===== src/rtl/mem_arbiter_pkg.sv =====
// mem_arbiter_pkg: shared constants, state encodings and length helpers for the memory arbiter
package mem_arbiter_pkg;
  localparam int AddressWidth = 32;
  localparam int IDWidth = 1;
  localparam logic [2:0] LenByte = 3'd1;
  localparam logic [2:0] LenHalf = 3'd2;
  localparam logic [2:0] LenWord = 3'd4;
  typedef enum logic [1:0] {IDLE, IF_READ, LS_READ, LS_WRITE} state_t;
  typedef enum logic {GRANT_IF, GRANT_LSB} grant_t;
  // Any length other than 1 or 2 bytes is serviced as a full word.
  function automatic logic [2:0] norm_len(input logic [2:0] len);
    return (len == LenByte || len == LenHalf) ? len : LenWord;
  endfunction
endpackage


===== src/rtl/mem_byte_sequencer.sv =====
// mem_byte_sequencer: beat counter, next beat address, capture lane and completion flags
module mem_byte_sequencer
  import mem_arbiter_pkg::*;
#(
  parameter int AddrWidth = AddressWidth
) (
  input  logic                 clk_in,
  input  logic                 rst_in,
  input  logic                 rdy_in,
  input  logic                 start,
  input  logic [AddrWidth-1:0] base,
  input  logic [2:0]           len,
  output logic [AddrWidth-1:0] next_addr,
  output logic [1:0]           lane,
  output logic                 capture,
  output logic                 more,
  output logic                 done_rd,
  output logic                 done_wr
);
  logic [2:0]           cnt;
  logic [2:0]           len_q;
  logic [AddrWidth-1:0] base_q;
  always_ff @(posedge clk_in) begin
    if (!rst_in) begin
      cnt    <= 3'd0;
      len_q  <= LenWord;
      base_q <= '0;
    end else if (rdy_in) begin
      if (start) begin
        cnt    <= 3'd0;
        len_q  <= len;
        base_q <= base;
      end else if (cnt != 3'd7) begin
        cnt <= cnt + 3'd1;
      end
    end
  end
  // cnt counts edges since the grant; read data for beat k lands when cnt = k+1.
  always_comb begin
    next_addr = base_q + AddrWidth'(cnt) + AddrWidth'(1);
    lane      = cnt[1:0] - 2'd1;
    capture   = cnt != 3'd0 && cnt <= len_q;
    more      = ({1'b0, cnt} + 4'd1) < {1'b0, len_q};
    done_rd   = cnt == len_q;
    done_wr   = cnt == len_q - 3'd1;
  end
endmodule


===== src/rtl/mem_arbiter.sv =====
// mem_arbiter: shares the byte-wide RAM port between instruction fetch and the load/store buffer
module mem_arbiter
  import mem_arbiter_pkg::*;
#(
  parameter int AddrWidth = AddressWidth,
  parameter int DataWidth = 32
) (
  input  logic                 clk_in,
  input  logic                 rst_in,
  input  logic                 rdy_in,
  input  logic                 rob_mem_rst_in,
  input  logic                 if_mem_en_in,
  input  logic [AddrWidth-1:0] if_mem_pc_in,
  output logic                 mem_if_valid_out,
  output logic [DataWidth-1:0] mem_if_inst_out,
  input  logic                 lsb_mem_en_in,
  input  logic                 lsb_mem_wr_in,
  input  logic [AddrWidth-1:0] lsb_mem_addr_in,
  input  logic [2:0]           lsb_mem_len_in,
  input  logic [DataWidth-1:0] lsb_mem_data_in,
  output logic                 mem_lsb_valid_out,
  output logic [DataWidth-1:0] mem_lsb_data_out,
  input  logic [7:0]           mem_din_in,
  output logic [7:0]           mem_dout_out,
  output logic [AddrWidth-1:0] mem_a_out,
  output logic                 mem_wr_out
);
  state_t               state, state_n;
  grant_t               last_grant;
  logic [DataWidth-1:0] buf_q, wdata_q, cap;
  logic [AddrWidth-1:0] seq_base, next_addr;
  logic [2:0]           seq_len;
  logic [1:0]           lane;
  logic                 capture, more, done_rd, done_wr;
  logic                 rd_state, aborting, finishing, free, if_ok, ls_ok, pick_if, start;

  mem_byte_sequencer #(.AddrWidth(AddrWidth)) u_seq (
    .clk_in    (clk_in),
    .rst_in    (rst_in),
    .rdy_in    (rdy_in),
    .start     (start),
    .base      (seq_base),
    .len       (seq_len),
    .next_addr (next_addr),
    .lane      (lane),
    .capture   (capture),
    .more      (more),
    .done_rd   (done_rd),
    .done_wr   (done_wr)
  );

  // A completing requester is masked so its still-high level request is not re-served.
  always_comb begin
    rd_state  = state == IF_READ || state == LS_READ;
    aborting  = rd_state && rob_mem_rst_in;
    finishing = rd_state ? done_rd && !rob_mem_rst_in : state == LS_WRITE && done_wr;
    free      = state == IDLE || finishing || aborting;
    if_ok     = if_mem_en_in && !mem_if_valid_out && !(finishing && state == IF_READ);
    ls_ok     = lsb_mem_en_in && !mem_lsb_valid_out && !(finishing && state != IF_READ);
    pick_if   = if_ok && (!ls_ok || last_grant == GRANT_LSB);
    start     = free && !rob_mem_rst_in && (if_ok || ls_ok);
    state_n   = !free ? state : !start ? IDLE : pick_if ? IF_READ :
                lsb_mem_wr_in ? LS_WRITE : LS_READ;
    seq_base  = pick_if ? if_mem_pc_in : lsb_mem_addr_in;
    seq_len   = pick_if ? LenWord : norm_len(lsb_mem_len_in);
    cap       = (buf_q & ~(DataWidth'(8'hff) << {lane, 3'b000})) |
                (DataWidth'(mem_din_in) << {lane, 3'b000});
  end

  always_ff @(posedge clk_in) begin
    if (!rst_in) begin
      state             <= IDLE;
      last_grant        <= GRANT_LSB;
      buf_q             <= '0;
      wdata_q           <= '0;
      mem_if_valid_out  <= 1'b0;
      mem_if_inst_out   <= '0;
      mem_lsb_valid_out <= 1'b0;
      mem_lsb_data_out  <= '0;
      mem_dout_out      <= 8'h00;
      mem_a_out         <= '0;
      mem_wr_out        <= 1'b0;
    end else if (rdy_in) begin
      state             <= state_n;
      mem_if_valid_out  <= finishing && state == IF_READ;
      mem_lsb_valid_out <= finishing && state != IF_READ;
      if (rd_state && capture) buf_q <= cap;
      if (finishing && state == IF_READ) mem_if_inst_out <= cap;
      if (finishing && state == LS_READ) mem_lsb_data_out <= cap;
      if (start) begin
        last_grant   <= pick_if ? GRANT_IF : GRANT_LSB;
        buf_q        <= '0;
        wdata_q      <= lsb_mem_data_in;
        mem_a_out    <= seq_base;
        mem_wr_out   <= !pick_if && lsb_mem_wr_in;
        mem_dout_out <= lsb_mem_data_in[7:0];
      end else if (!free && more) begin
        mem_a_out    <= next_addr;
        mem_dout_out <= 8'(wdata_q >> {lane + 2'd2, 3'b000});
      end else begin
        mem_wr_out <= 1'b0;
      end
    end
  end
endmodule


===== config.mk =====
export PLATFORM = sky130hd
export DESIGN_NAME = mem_arbiter
export DESIGN_NICKNAME = d
export VERILOG_FILES = /design/src/rtl/mem_arbiter_pkg.sv /design/src/rtl/mem_byte_sequencer.sv /design/src/rtl/mem_arbiter.sv
export SDC_FILE = /design/constraint.sdc
export NUM_CORES = 1
export LEC_CHECK = 0
export CORE_MARGIN = 5
export CORE_UTILIZATION = 29
export DETAILED_ROUTE_END_ITERATION = 12
export HOLD_SLACK_MARGIN = 0.02
export PLACE_DENSITY = 0.53
export REMOVE_ABC_BUFFERS = 1
export SKIP_CTS_REPAIR_TIMING = 1
export SLEW_MARGIN = 30
export SYNTH_ARGS = -nofsm -noshare
export SYNTH_HDL_FRONTEND = slang
export SYNTH_SLANG_ARGS = --single-unit

===== constraint.sdc =====
create_clock -name clk_in -period 4.4 [get_ports clk_in]
set_clock_uncertainty 0.05 [all_clocks]
set_input_delay 0.88 -clock clk_in [delete_from_list [all_inputs] [get_ports clk_in]]
set_output_delay 0.88 -clock clk_in [all_outputs]
set_load 0.005 [all_outputs]

==> results.md, run 1 <==
- The sink count of the clock tree is 212.
- The largest individual stage delay along the critical path comes from the cell dfxtp_1.
- The netlist uses 61 different library cells.
- The type of the worst setup path is reg2reg.
- Global routing used about 15% of the available tracks.
- Across the run, the number of max-cap violations was 0.
- Ranked by total cell area, the synthesized netlist is headed by dfxtp_1 (43%), a211oi_1 (6.8%), nor2_1 (6.2%).
- The final worst-path cycle share is 85.33%.
- Summed over all cells, the static leakage comes to 4.582 nW.
- Summed over all nets, the half-perimeter wirelength after detailed placement is 20,910 µm.
- Dividing the detail-routed wire length by the instance count gives approximately 17 µm.
- For the worst setup path, the data required time is 4.80 ns.
- The final count of pins violating max slew is 0.
- CTS built an H-tree with a depth of 1.
- The category of the worst setup path launch point is a flip-flop.
- Entering global routing, the biggest net connects 117 pins.
- After detailed routing, the number of remaining DRC violations is 0.
- The cell area that synthesis handed to floorplanning was 0.009886 mm².
- The die footprint is roughly 0.038 mm².
- After the flow finishes, the layout carries non-filler instances totaling about 1.8k.
- In the final timing run, aggregate negative setup slack is 0 ns.
- At the end of the flow, the number of nets in the layout was 1,458.
- The path class of the tightest hold or removal check is reg2reg.
- Of the total power, the share spent switching nets is 25.34%.
- The most area-hungry cell type in the Yosys netlist is dfxtp_1.
- The minimum setup slack among reg-to-reg paths is 0.65 ns.
- The flow ran to the end, and the final reports show no timing, DRC or antenna violations.
- The first TritonRoute pass finished after 5 iterations.
- The most used flip-flop cell after synthesis is dfxtp_1.
- Row generation in the floorplan step produced between 60 and 70 rows.
- The TritonCTS clock tree is done.
- The number of global-route vias before repair is 8,462.
- The antenna diode count is 0.
- The die is 194.6 µm wide.
- The nature of the critical path endpoint is a flip-flop.
- In this run the vertical extent of the chip is 194.6 µm.
- Clock tree synthesis inserted a total of 25 buffers.
- The flip-flop and latch area is approximately 0.0042 mm².
- The count of routing violations after the opening detailed-route iteration is 454.
- The mean number of vias per cell is slightly below 5.
- After synthesis, the most frequently instantiated cells are dfxtp_1 (212), nor2_1 (162), nand2_1 (122).
- Based on the critical path, the design can be clocked at up to approximately 0.27 GHz.
- The final period demand of the worst path is 3.754 ns.
- The flip-flop and latch count after synthesis is 212.
- The top fanout value on the critical path is 63.
- In the post-synthesis netlist, the cell with the most instances is dfxtp_1.
- The switching power is 0.001197 W.
- The peak supply drop is 0.0002286 V.
- The total setup violations reported at the end of the flow is 0.
- The initial antenna violation count is 2.
- Once detail routing completed, the nets flagged for antenna violations numbered 0.
- For this run, the number of Yosys warnings is 0.
- The final design utilization is 39.49%.
- The area of the multi-input gates is 0.005185 mm².
- The routability congestion estimate is 0.7648.
- In this run, placement finished with an instance count of 1,744.
- The cell area power density is 355.8 mW/mm².
- Setup repair after global routing left no endpoint under its margin.
- The placement-stage cell area is 0.01245 mm².
- In the synthesized netlist the async set-or-reset flop fraction comes to 0%.
- The part of the power in registers is 43.3%.
- The delay of the slowest cell on the worst path is roughly 0.59 ns.
- The count of buffers added on input and output ports is 220.
- The area share of the largest cell type after synthesis is 42.93%.
- After detailed routing, the total wire length is 30,280 µm.
- The design internal power is 0.003527 W.
- The first global-routing pass estimated 47,690 µm of wire.
- The root buffer cell is clkbuf_16.
- Walking the worst path, the cells encountered are inv_1 > ha_1 > nand3_1 > nor3b_1 > o21ai_1 > nand3_2 > buf_4 > and2_1 > buf_4 > a21oi_1 > nor2_1.
- The maximum number of buffers from clock root to sink is 3.
- The post-route cell area is roughly 0.013 mm².
- The post-synthesis to final-layout area growth is 34.30%.
- Pin placement for this block handled about 220 I/O pins.
- For this block, the via count after detailed routing is 8,725.
- Cells with a size suffix above 1 make up between 8 and 9% of the layout.
- The number of instances in the synthesized netlist is 1,147.
- The clock-pin slew of the registers on the worst-case setup and hold paths is around 0.06 ns.
- The slew at the pin closest to its max-slew limit is 0.9404 ns.
- In this run, the clock network consumes 43.5% of the power.
- The number of enable-type register cells in the synthesized netlist is 0.
- The starting density of the core is 29.41%.
- The placeable core region is 0.03362 mm².
- The combinational cell fraction of total power is 13.3%.
- The total overflow left after global routing is 0.
- Headroom to the max-slew limit came out at 37.30%.
- The clock latency reported for the late side of the worst-skew pair is 0.52 ns.
- The cell that appears most often on the critical path is buf_4.
- At the worst endpoint, the arrival time is 4.16 ns.
- The filler cells instantiated in the layout total 3,447.
- The count of final hold-check violations came to 0.
- Summing the sequential cell areas from Yosys gives 42.93% of the chip area.
- Dividing the synthesized area by the synthesized cell count gives 8.619 µm².
-- power by group through the flow --
| stage | logic (W) | registers (W) | clock network (W) |
|---|---|---|---|
| floorplan | 0.000313 | 0.00207 | 0 |
| CTS | 0.000636 | 0.00204 | 0.00212 |
| global placement | 0.000631 | 0.00208 | 0 |
| finish | 0.000627 | 0.00204 | 0.00205 |
| global route | 0.000689 | 0.00205 | 0.00219 |
| detailed placement | 0.000633 | 0.00208 | 0 |
-- critical path, delay by kind of cell, from the launching register on --
family	cells	cell delay, ns
flops	1	0.59
fa+ha+maj	1	0.36
compound gates	2	0.27
buf+inv	3	1.16
simple gates	5	1.18
-- cells in the final DEF (no fill, tap or decap), types with 11 or more instances in the layout --
cell type        instances
nor2b_1                 38
inv_1                   15
a211oi_1                89
dfxtp_1                212
buf_4                   13
nor2_1                 162
mux2_2                  12
nand3_1                 16
o21ai_0                 17
nor3_1                  31
clkdlybuf4s50_1        219
clkbuf_16               25
o211ai_1                11
nor3_2                  15
xor2_1                  11
a21oi_1                117
mux2i_1                 25
nand4_1                 12
xnor2_1                 18
o21a_1                  13
nand2_1                122
ha_1                    20
-- per-layer routing --
metal	vias up	track usage [%]	share of wire (%)
li1	4399	-	-
met1	4071	21.00	47
met2	215	24.55	45
met3	38	3.480	6.0
met4	2	2.813	1.6
met5	-	0	0.036
-- per-stage QoR --
stage / setup slack (ns) / total power (W) / hold WS [ns]
2_1_floorplan: -0.3044 / 0.002386 / 0.3819
6_report: 0.6456 / 0.004724 / 0.4048
5_1_grt: 0.2621 / 0.004932 / 0.4229
3_3_place_gp: 0.6354 / 0.002714 / 0.3899
4_1_cts: 0.5574 / 0.004794 / 0.4052
3_5_place_dp: 0.5753 / 0.002718 / 0.3973
-- final timing paths --
kind                               endpoint  cells past startpoint         start
worst min register to register  wdata_q[12]                      2   wdata_q[12]
worst min-delay path            wdata_q[12]                      2   wdata_q[12]
worst max-delay path              buf_q[29]                     11  u_seq.cnt[0]
worst max register to register    buf_q[29]                     11  u_seq.cnt[0]
-- flip-flops by register name (all words and copies together) (netlist names) --
register           flops
buf_q                 32
mem_a_out             32
mem_if_inst_out       32
mem_lsb_data_out      32
u_seq.base_q          32
wdata_q               32
mem_dout_out           8
u_seq.cnt              3
u_seq.len_q            3
state                  2
last_grant             1
mem_if_valid_out       1
mem_lsb_valid_out      1
mem_wr_out             1
-- layout make-up --
cell class | count | share of cell area (%)
Clock inverter | 7 | 0.4995
Clock buffer | 37 | 5.730
Inverter | 16 | 0.4901
Timing Repair Buffer | 238 | 18.04
Sequential cell | 212 | 31.97
Multi-Input combinational cell | 830 | 39.05
Tap cell | 448 | 4.222
-- cell families after synthesis --
logic type | count (synthesis) | share of synthesized area (%)
XOR/XNOR | 30 | 2.797
adder cells (fa/ha/maj) | 21 | 2.734
AND/OR/NAND/NOR | 438 | 21.19
multiplexers | 45 | 5.721
buffers and inverters | 105 | 5.025
flip-flops | 212 | 42.93
AO/OA/AOI/OAI | 296 | 19.61
Power figures use the tool's default switching activity.
==> run 2: changes to the inputs <==
--- a/config.mk
+++ b/config.mk
@@ -5,13 +5,12 @@
 export SDC_FILE = /design/constraint.sdc
 export NUM_CORES = 1
 export LEC_CHECK = 0
-export CORE_MARGIN = 5
+export CORE_MARGIN = 8
 export CORE_UTILIZATION = 29
 export DETAILED_ROUTE_END_ITERATION = 12
 export HOLD_SLACK_MARGIN = 0.02
 export PLACE_DENSITY = 0.53
 export REMOVE_ABC_BUFFERS = 1
-export SKIP_CTS_REPAIR_TIMING = 1
 export SLEW_MARGIN = 30
 export SYNTH_ARGS = -nofsm -noshare
 export SYNTH_HDL_FRONTEND = slang
==> run 2 against run 1 <==
Largest cell class unchanged. Die area is 6.3% higher. Worst setup slack worse by 0.16 ns. Count of clock-buffer cells in the layout is 1 higher. Clock power is 5% higher. Largest power group unchanged. Sequential power hardly changed. Critical endpoint is now mem_a_out[19].
==> results.md, run 2 (synthesized netlist as in run 1, its figures left out) <==
- Outcome: complete, no violations (unchanged).
- The overall via count from detail_route is 8,738 (was 8,725).
- Unrepaired setup endpoints after global routing: no (unchanged).
- The die footprint is 0.04025 mm² (was 0.03788 mm²).
- The starting density of the core came to 29.48% (was 29.41%).
- The final worst-path cycle share was 88.95% (was 85.33%).
- The routability congestion estimate was 0.7748 (was 0.7648).
- The mean number of vias per cell is 4.863 (was 4.880).
- The total clock buffers created by CTS is 27 (was 25).
- The count of routing violations after the opening detailed-route iteration is 393 (was 454).
- The startpoint of the worst register-to-register path is u_seq.cnt[0] (unchanged).
- The number of fillers in the final layout is 3,465 (was 3,447).
- The number of remaining DRC errors came to 0 (unchanged).
- The placement-stage cell area was 0.01247 mm² (was 0.01245 mm²).
- The post-place setup slack is 0.4610 ns (was 0.5753 ns).
- The achievable frequency is 0.2555 GHz (was 0.2664 GHz).
- The nature of the critical path endpoint is a flip-flop (unchanged).
- The leakage power was 4.607 nW (was 4.582 nW).
- The die outline width was 200.6 µm (was 194.6 µm).
- The final period demand of the worst path is 3.914 ns (was 3.754 ns).
- The commonest non-fill, non-tap cell in the layout is clkdlybuf4s50_1 (unchanged).
- The wire length of the first global-routing pass is 50,090 µm (was 47,690 µm).
- The post-synthesis to final-layout area growth is 34.96% (was 34.30%).
- The maximum number of buffers from clock root to sink is 3 (unchanged).
- The largest net degree at the start of global routing is 113 (was 117).
- Cells traversed along the worst timing path: inv_1 > ha_1 > nand3_1 > or3b_2 > nand4_1 > buf_4 > or2_2 > and2_1 > nor2_1 > o2bb2ai_1 (was inv_1 > ha_1 > nand3_1 > nor3b_1 > o21ai_1 > nand3_2 > buf_4 > and2_1 > buf_4 > a21oi_1 > nor2_1).
- The final count of pins violating max slew came to 0 (unchanged).
- The first-pass detailed-route iteration total was 4 (was 5).
- The number of setup buffers added after CTS is 0.
- The startpoint of the most critical setup path is u_seq.cnt[0] (unchanged).
- The source of the worst hold timing path is wdata_q[18] (was wdata_q[12]).
- The standard-cell row count came to 67 (unchanged).
- The initial antenna violation count is 1 (was 2).
- The total wirelength of the detailed-routed design is 31,250 µm (was 30,280 µm).
- The total negative slack for setup checks is 0 ns (unchanged).
- The remaining antenna violation count is 0 (unchanged).
- The sink count of the clock tree is 212 (unchanged).
- The arrival time reported for the critical path endpoint is 4.27 ns (was 4.16 ns).
- The type of the worst setup path is reg2reg (unchanged).
- The total global-route track usage is 14.96% (was 15.18%).
- The post-DP HPWL was 22,060 µm (was 20,910 µm).
- The final worst slack is 0.4864 ns (was 0.6456 ns).
- The power after layout is 0.004839 W (was 0.004724 W).
- The total setup violations reported at the end of the flow is 0 (unchanged).
- The worst slew margin relative to its limit came to 35.69% (was 37.30%).
- The count of final hold-check violations is 0 (unchanged).
- After clock tree synthesis, the flow added hold-fix buffers numbering 0.
- Commonest cells after routing, fill and taps aside: clkdlybuf4s50_1 (220), dfxtp_1 (212), nor2_1 (162) (was clkdlybuf4s50_1 (219), dfxtp_1 (212), nor2_1 (162)).
- The root buffer cell is clkbuf_16 (unchanged).
- The post-route cell area was 0.01334 mm² (was 0.01328 mm²).
- The number of global-route vias before repair is 8,715 (was 8,462).
- The max capacitance violation total is 0 (unchanged).
- The chip height came to 200.6 µm (was 194.6 µm).
- The clock-pin slew of the registers on the worst-case setup and hold paths was 0.06 ns (about the same).
- The slowest cell on the critical path is and2_1 (was dfxtp_1).
- The CTS H-tree depth is 1 (unchanged).
- The category of the worst setup path launch point is a flip-flop (unchanged).
- The number of non-filler instances in the completed layout is 1,797 (was 1,788).
- The total of buffers placed on input and output ports is 220 (unchanged).
- The worst min-delay path class is reg2reg (unchanged).
- The number of placed instances with taps included was 1,748 (was 1,744).
- Gates resized during post-CTS repair numbered 0.
- The worst endpoint required time is 4.76 ns (was 4.80 ns).
- The placeable core region is 0.03353 mm² (was 0.03362 mm²).
- The minimum setup slack among reg-to-reg paths is 0.49 ns (was 0.65 ns).
- The top fanout value on the critical path came to 22 (was 63).
- The clock latency reported for the late side of the worst-skew pair is 0.53 ns (was 0.52 ns).
- The boundary pin count is 221 (unchanged).
- The delay of the slowest cell on the worst path was 0.81 ns (was 0.59 ns).
- The final net count is 1,464 (was 1,458).
- The wire length per cell after detailed routing is 17.39 µm (was 16.93 µm).
- The remaining global-route overflow is 0 (unchanged).
- The fraction of layout cells with a size suffix above 1 is 8.902% (was 8.806%).
- The slew at the pin closest to its max-slew limit came to 0.9646 ns (was 0.9404 ns).
- The TritonCTS clock tree is done (unchanged).
- The peak supply drop was 0.0003231 V (was 0.0002286 V).
- The cell area power density is 362.7 mW/mm² (was 355.8 mW/mm²).
run 2: changes by cell type in the layout (fill, tap and decap cells not counted), moves of 2 or more:
cell	before	now
buf_4	13	18
clkbuf_1	3	7
clkbuf_16	25	27
clkbuf_8	9	4
run 2: cell type report:
class	instances	area [µm²]	area share, %
multi-input cells	830	5182	38.84
flip-flops and latches	212	4244	31.81
repair buffers	242	2417	18.12
clock buffers	38	757.0	5.674
well taps	448	560.5	4.201
clock inverters	10	112.6	0.8440
inverters	16	65.06	0.4877
diodes	1	2.502	0.01876
run 2: critical path, delay by kind of cell, from the launching register on:
kind	cells	cell delay [ns]
flip-flops	1	0.59
buffers and inverters	2	0.45
adder cells (fa/ha/maj)	1	0.36
AND/OR/NAND/NOR	6	2.12
AO/OA/AOI/OAI	1	0.21
run 2: per-layer routing:
| metal | share of wire [%] | global-route usage (%) |
|---|---|---|
| met1 | 48 | 20.69 |
| met3 | 6.1 | 3.695 |
| met4 | 1.8 | 3.101 |
| met2 | 44 | 23.28 |
| met5 | 0 | 0 |
run 2: power breakdown:
group | switching, W | leakage, nW | internal [W]
Combinational | 0.000339 | 2.46 | 0.000293
Sequential | 0.0000551 | 1.72 | 0.00199
Clock | 0.000851 | 0.423 | 0.00131
run 2: worst paths after layout:
path,cells past startpoint,endpoint
max,10,mem_a_out[19]
max reg2reg,10,mem_a_out[19]
min,2,wdata_q[18]
min reg2reg,2,wdata_q[18]
run 2: metrics by stage:
stage | util, % | hold slack, ns
final | 39.79 | 0.4033
after global routing | 39.78 | 0.4219
after CTS | 39.78 | 0.4039
after detailed placement | 37.19 | 0.3959
after global placement | 37.19 | 0.3891
after floorplan | - | 0.3819
